--- src/rtl/pc_sequencer_pkg.sv ---
// Shared miniRISC fetch definitions: FSM state encodings, datapath widths and
// default instruction step.
package pc_sequencer_pkg;

  localparam int unsigned XLEN            = 32;
  localparam int unsigned OFF_W           = 16;
  localparam int unsigned STATE_W         = 2;
  localparam int unsigned DEFAULT_PC_STEP = 4;

  typedef enum logic [STATE_W-1:0] {
    ST_IDLE   = 2'd0,
    ST_RUN    = 2'd1,
    ST_HALTED = 2'd2
  } pc_state_e;

  // Word offset to byte offset, sign-extended to the address width.
  function automatic logic [XLEN-1:0] word_off_to_bytes(input logic [OFF_W-1:0] off);
    return {{(XLEN-OFF_W-2){off[OFF_W-1]}}, off, 2'b00};
  endfunction

endpackage

--- src/rtl/pc_sequencer_pc_adder.sv ---
// Address arithmetic for the fetch sequencer: sequential, PC-relative and
// link (return) addresses.
module pc_adder
  import pc_sequencer_pkg::*;
#(
  parameter int unsigned PC_STEP = DEFAULT_PC_STEP
) (
  input  logic [XLEN-1:0]  pc,
  input  logic [OFF_W-1:0] br_offset,
  output logic [XLEN-1:0]  seq_pc,
  output logic [XLEN-1:0]  rel_pc,
  output logic [XLEN-1:0]  link_addr
);

  assign seq_pc    = pc + XLEN'(PC_STEP);
  // Relative branches are measured from the following instruction.
  assign rel_pc    = seq_pc + word_off_to_bytes(br_offset);
  assign link_addr = seq_pc;

endmodule

--- src/rtl/pc_sequencer.sv ---
// Program-counter sequencer: IDLE/RUN/HALTED fetch control with sequential
// advance, stall, relative and absolute branches.
module pc_sequencer
  import pc_sequencer_pkg::*;
#(
  parameter logic [31:0] RESET_VECTOR = 32'h0000_0000,
  parameter int unsigned PC_STEP      = DEFAULT_PC_STEP
) (
  input  logic        clk,
  input  logic        rst,
  input  logic        start,
  input  logic        stall,
  input  logic        br_taken,
  input  logic        br_mode,
  input  logic [15:0] br_offset,
  input  logic [31:0] br_target,
  input  logic        halt,
  output logic [31:0] pc,
  output logic        pc_valid,
  output logic [31:0] link_addr,
  output logic        align_err,
  output logic [1:0]  state
);

  pc_state_e       state_q, state_d;
  logic [XLEN-1:0] pc_q, pc_d;
  logic [XLEN-1:0] seq_pc, rel_pc;
  logic            valid_q;
  logic            err_q, err_set;

  pc_adder #(.PC_STEP(PC_STEP)) u_adder (
    .pc        (pc_q),
    .br_offset (br_offset),
    .seq_pc    (seq_pc),
    .rel_pc    (rel_pc),
    .link_addr (link_addr)
  );

  // State register
  always_ff @(posedge clk) begin
    if (!rst) state_q <= ST_IDLE;
    else      state_q <= state_d;
  end

  // Next-state logic; the unused encoding falls back to IDLE
  always_comb begin
    state_d = state_q;
    case (state_q)
      ST_IDLE:   if (start) state_d = ST_RUN;
      ST_RUN:    if (halt)  state_d = ST_HALTED;
      ST_HALTED: if (start) state_d = ST_RUN;
      default:   state_d = ST_IDLE;
    endcase
  end

  // Next-PC selection: halt > branch > stall > sequential
  always_comb begin
    pc_d    = pc_q;
    err_set = 1'b0;
    case (state_q)
      ST_RUN: begin
        if (halt) begin
          pc_d = pc_q;
        end else if (br_taken) begin
          if (br_mode) begin
            pc_d    = {br_target[31:2], 2'b00};
            err_set = |br_target[1:0];
          end else begin
            pc_d = rel_pc;
          end
        end else if (!stall) begin
          pc_d = seq_pc;
        end
      end
      ST_HALTED: if (start) pc_d = seq_pc;
      default:   pc_d = pc_q;
    endcase
  end

  // Datapath registers; pc_valid tracks the state being entered
  always_ff @(posedge clk) begin
    if (!rst) begin
      pc_q    <= RESET_VECTOR;
      valid_q <= 1'b0;
      err_q   <= 1'b0;
    end else begin
      pc_q    <= pc_d;
      valid_q <= (state_d == ST_RUN);
      err_q   <= err_q | err_set;
    end
  end

  assign pc        = pc_q;
  assign pc_valid  = valid_q;
  assign align_err = err_q;
  assign state     = state_q;

endmodule

--- config.mk ---
export PLATFORM = sky130hd
export DESIGN_NAME = pc_sequencer
export DESIGN_NICKNAME = d
export VERILOG_FILES = /design/src/rtl/pc_sequencer_pkg.sv /design/src/rtl/pc_sequencer_pc_adder.sv /design/src/rtl/pc_sequencer.sv
export SDC_FILE = /design/constraint.sdc
export NUM_CORES = 1
export LEC_CHECK = 0
export CORE_UTILIZATION = 50
export DETAILED_ROUTE_END_ITERATION = 8
export GPL_ROUTABILITY_DRIVEN = 0
export PLACE_DENSITY = 0.93
export SYNTH_ARGS = -nofsm -noshare
export SYNTH_HDL_FRONTEND = slang
export SYNTH_SLANG_ARGS = --single-unit
--- constraint.sdc ---
create_clock -name clk -period 4.45 [get_ports clk]
set_input_delay 0.445 -clock clk [delete_from_list [all_inputs] [get_ports clk]]
set_output_delay 0.445 -clock clk [all_outputs]
set_load 0.005 [all_outputs]
==> metrics.txt <==
Slew Limit Fails 0; RSZ-0062 raised after global routing false; placed cell areas 5590 um2; Hold Path Class reg2reg; Cell Int Power 0.000624 W; CTS Buf Count 5; GR Util All Layers 33.9%; clock latency at the later pin of the worst-skew pair 300 ps; Nets 774; Core ar. 8300 um2; Setup Crit Path Kind reg2reg; WL per Instance 19.7 um; worst slack, placed 613 ps; Root Buffer clkbuf_8; clock group share of total power 24.6%; post-route cell area 5670 um2; Row Count 33; reg2reg setup slack 340 ps; Post-Syn Area 4320 um2; ANT cells 0; Cell Chain, Critical Path nand4_1 -> nor4_2 -> buf_4 -> nand3_1 -> nor2_1 -> xor2_1 -> ha_1 -> a21o_1 -> a21o_1 -> a21oi_1 -> o21ai_0 -> a311o_1 -> a32oi_1; routed via count 5,291; Synth Warn # 0; HPWL after DPL 11,900 um; Register Area 681 um2; fill cell count 679; slowest library cell on the worst path dfxtp_1; EDFF count, synth 0; cells after synthesis 573; Max-slew headroom 54.6%; peak supply drop 93.1 uV; # resized after CTS 0; area of the multi-input gates 3470 um2; top cells by count, synth nand2_1 (56), a21oi_1 (46), nor2_1 (46); P_sw 0.000348 W; antenna violations before repair 0; Hold-fix buffers, CTS 0; Area Growth Syn to Fin 31.2%; initial DRC count 590; Tmin final 4110 ps; number of routed nets with antenna violations 0; final wirelength 15,500 um; CP delay by family, top compound AO/OA/AOI/OAI gates; drt pass-1 iters 6; Initial Util 52.1%; logic gate share of total power 40.4%; # DRC 0; Worst Path Required 4650 ps; flops & latches, synth 34; Final Hold Viols 0; Layout Skew 10.4 ps; register clock-pin slew on the reported worst setup and hold paths 80 ps; actual slew at the worst max-slew pin 681 ps; Finish-stage setup viols 0; Max Clk Rate 0.244 GHz; IO Count 123; Max stage delay on crit path 510 ps; Main synth FF type dfxtp_1; Tcrit/Tclk final 92.3%; DIE AREA 9020 um2; clk buf depth 2; Die H 95.0 um; Setup crit start pc[15]$_SDFFE_PN0P_; Vias/cell 6.73; Reg-to-Reg End pc[26]$_SDFFE_PN0P_; fin util 68.3%; Setup Buffers After CTS 0; CP Launch Type flop; CP Max Fanout 7; setup TNS 0 ps; MaxCap Viol Count 0; Die Wd 95.0 um; vias in the first global route 4,978; most frequent cell after synthesis nand2_1; first-pass GRT wire length 23,900 um; Critical Path Stages 13; status completed; fraction of registers with async set/reset 0%; Hold Slack 483 ps; R2R depth 13; ratio of cells with drive above 1 in the final layout 6.17%; Leakage 2.32 nW; Data arrival, critical path 4310 ps; Syn Area/Cell 7.54 um2; H-tree depth 2; count of different cell masters after synthesis 84; Reg power frac 34.9%; register area share after synthesis 15.8%; Crit. End Element flop; final worst slack 345 ps; dominant cell type by area after synthesis dfxtp_1; IO buf count 118; Synth area leaders dfxtp_1 (16%), ha_1 (10%), a21oi_1 (5.3%), nand2_1 (4.9%), xnor2_1 (4.5%); Critical Path Sink pc[26]$_SDFFE_PN0P_; grt total ovfl 0; P per Cell Area 171 nW/um2; Crit path buffers/inverters 1; CTS tree done; TritonCTS Sinks 34; Yosys top cell area share 15.8%; switch share 35.8%; CP dominant cell by count a21o_1; r2r startpoint pc[15]$_SDFFE_PN0P_; pin count of the biggest net entering global routing 31
## layout make-up
class | instances | area share (%)
Inverter | 14 | 0.927
Multi-Input combinational cell | 499 | 61.1
Timing Repair Buffer | 128 | 22.2
Sequential cell | 34 | 12.0
Clock buffer | 6 | 1.46
Tap cell | 105 | 2.32
## routing by layer
metal  vias up  GRT usage [%]  wire (um)
li1       2378              -          -
met2       436           57.8       7150
met5         -              0          0
met4         0           14.8        660
met3        90           6.84       1910
met1      2387           41.1       5780
## state kept, by name, indices dropped and copies added (netlist names)
name,cells
align_err,1
pc,30
pc_valid,1
state,2
## worst min path at each step
stage / to / from / depth (start not counted)
floorplan: align_err$_SDFF_PN0_ / align_err$_SDFF_PN0_ / 1
global placement: align_err$_SDFF_PN0_ / align_err$_SDFF_PN0_ / 1
detailed placement: align_err$_SDFF_PN0_ / align_err$_SDFF_PN0_ / 1
CTS: align_err$_SDFF_PN0_ / align_err$_SDFF_PN0_ / 1
global route: align_err$_SDFF_PN0_ / align_err$_SDFF_PN0_ / 1
finish: align_err$_SDFF_PN0_ / align_err$_SDFF_PN0_ / 1
## cells by family (layout without fill, tap and decap cells)
kind of cell / Yosys count / in the layout / synth area share [%]
compound gates: 207 / 207 / 33.3
simple gates: 202 / 202 / 25.1
flops: 34 / 34 / 15.8
other cells: 1 / 4 / 0.0868
buf+inv: 43 / 148 / 4.26
xor+xnor: 42 / 42 / 9.01
fa+ha+maj: 37 / 37 / 10.9
mux: 7 / 7 / 1.68
## cell usage in the layout, fill, tap and decap left out, types with 6 or more instances in the layout
master,instances
o211ai_1,9
nand2_1,56
a31oi_1,10
o21ai_0,34
o21a_1,7
a21o_1,17
a211oi_1,6
o21ai_1,6
clkdlybuf4s50_1,118
nor3_1,12
xnor2_1,22
clkbuf_8,6
a21boi_0,6
or3_1,8
xor2_1,18
inv_1,13
dfxtp_1,34
a21oi_1,46
ha_1,36
nand3_1,15
buf_4,10
and3_1,8
nand4_1,15
nor2_1,46
and2_1,6
## power groups by stage
| stage | Sequential, W | Combinational [W] | Clock, W |
|---|---|---|---|
| floorplan | 0.000341 | 0.000220 | 0 |
| global route | 0.000341 | 0.000420 | 0.000250 |
| global placement | 0.000345 | 0.000369 | 0 |
| CTS | 0.000339 | 0.000382 | 0.000237 |
| finish | 0.000340 | 0.000393 | 0.000240 |
| detailed placement | 0.000346 | 0.000380 | 0 |
## worst reg2reg max path: stages (launching register included)
cell	delay, ps
dfxtp_1	510
nand4_1	330
nor4_2	330
buf_4	200
nand3_1	140
nor2_1	180
xor2_1	470
ha_1	370
a21o_1	200
a21o_1	180
a21oi_1	250
o21ai_0	180
a311o_1	420
a32oi_1	250
## through the flow
step,std cells,total power [W]
after detailed placement,780,0.000726
after global placement,780,0.000713
final,786,0.000972
after floorplan,576,0.000561
after global routing,786,0.00101
after CTS,786,0.000958
(Power assumes the default switching activity.)
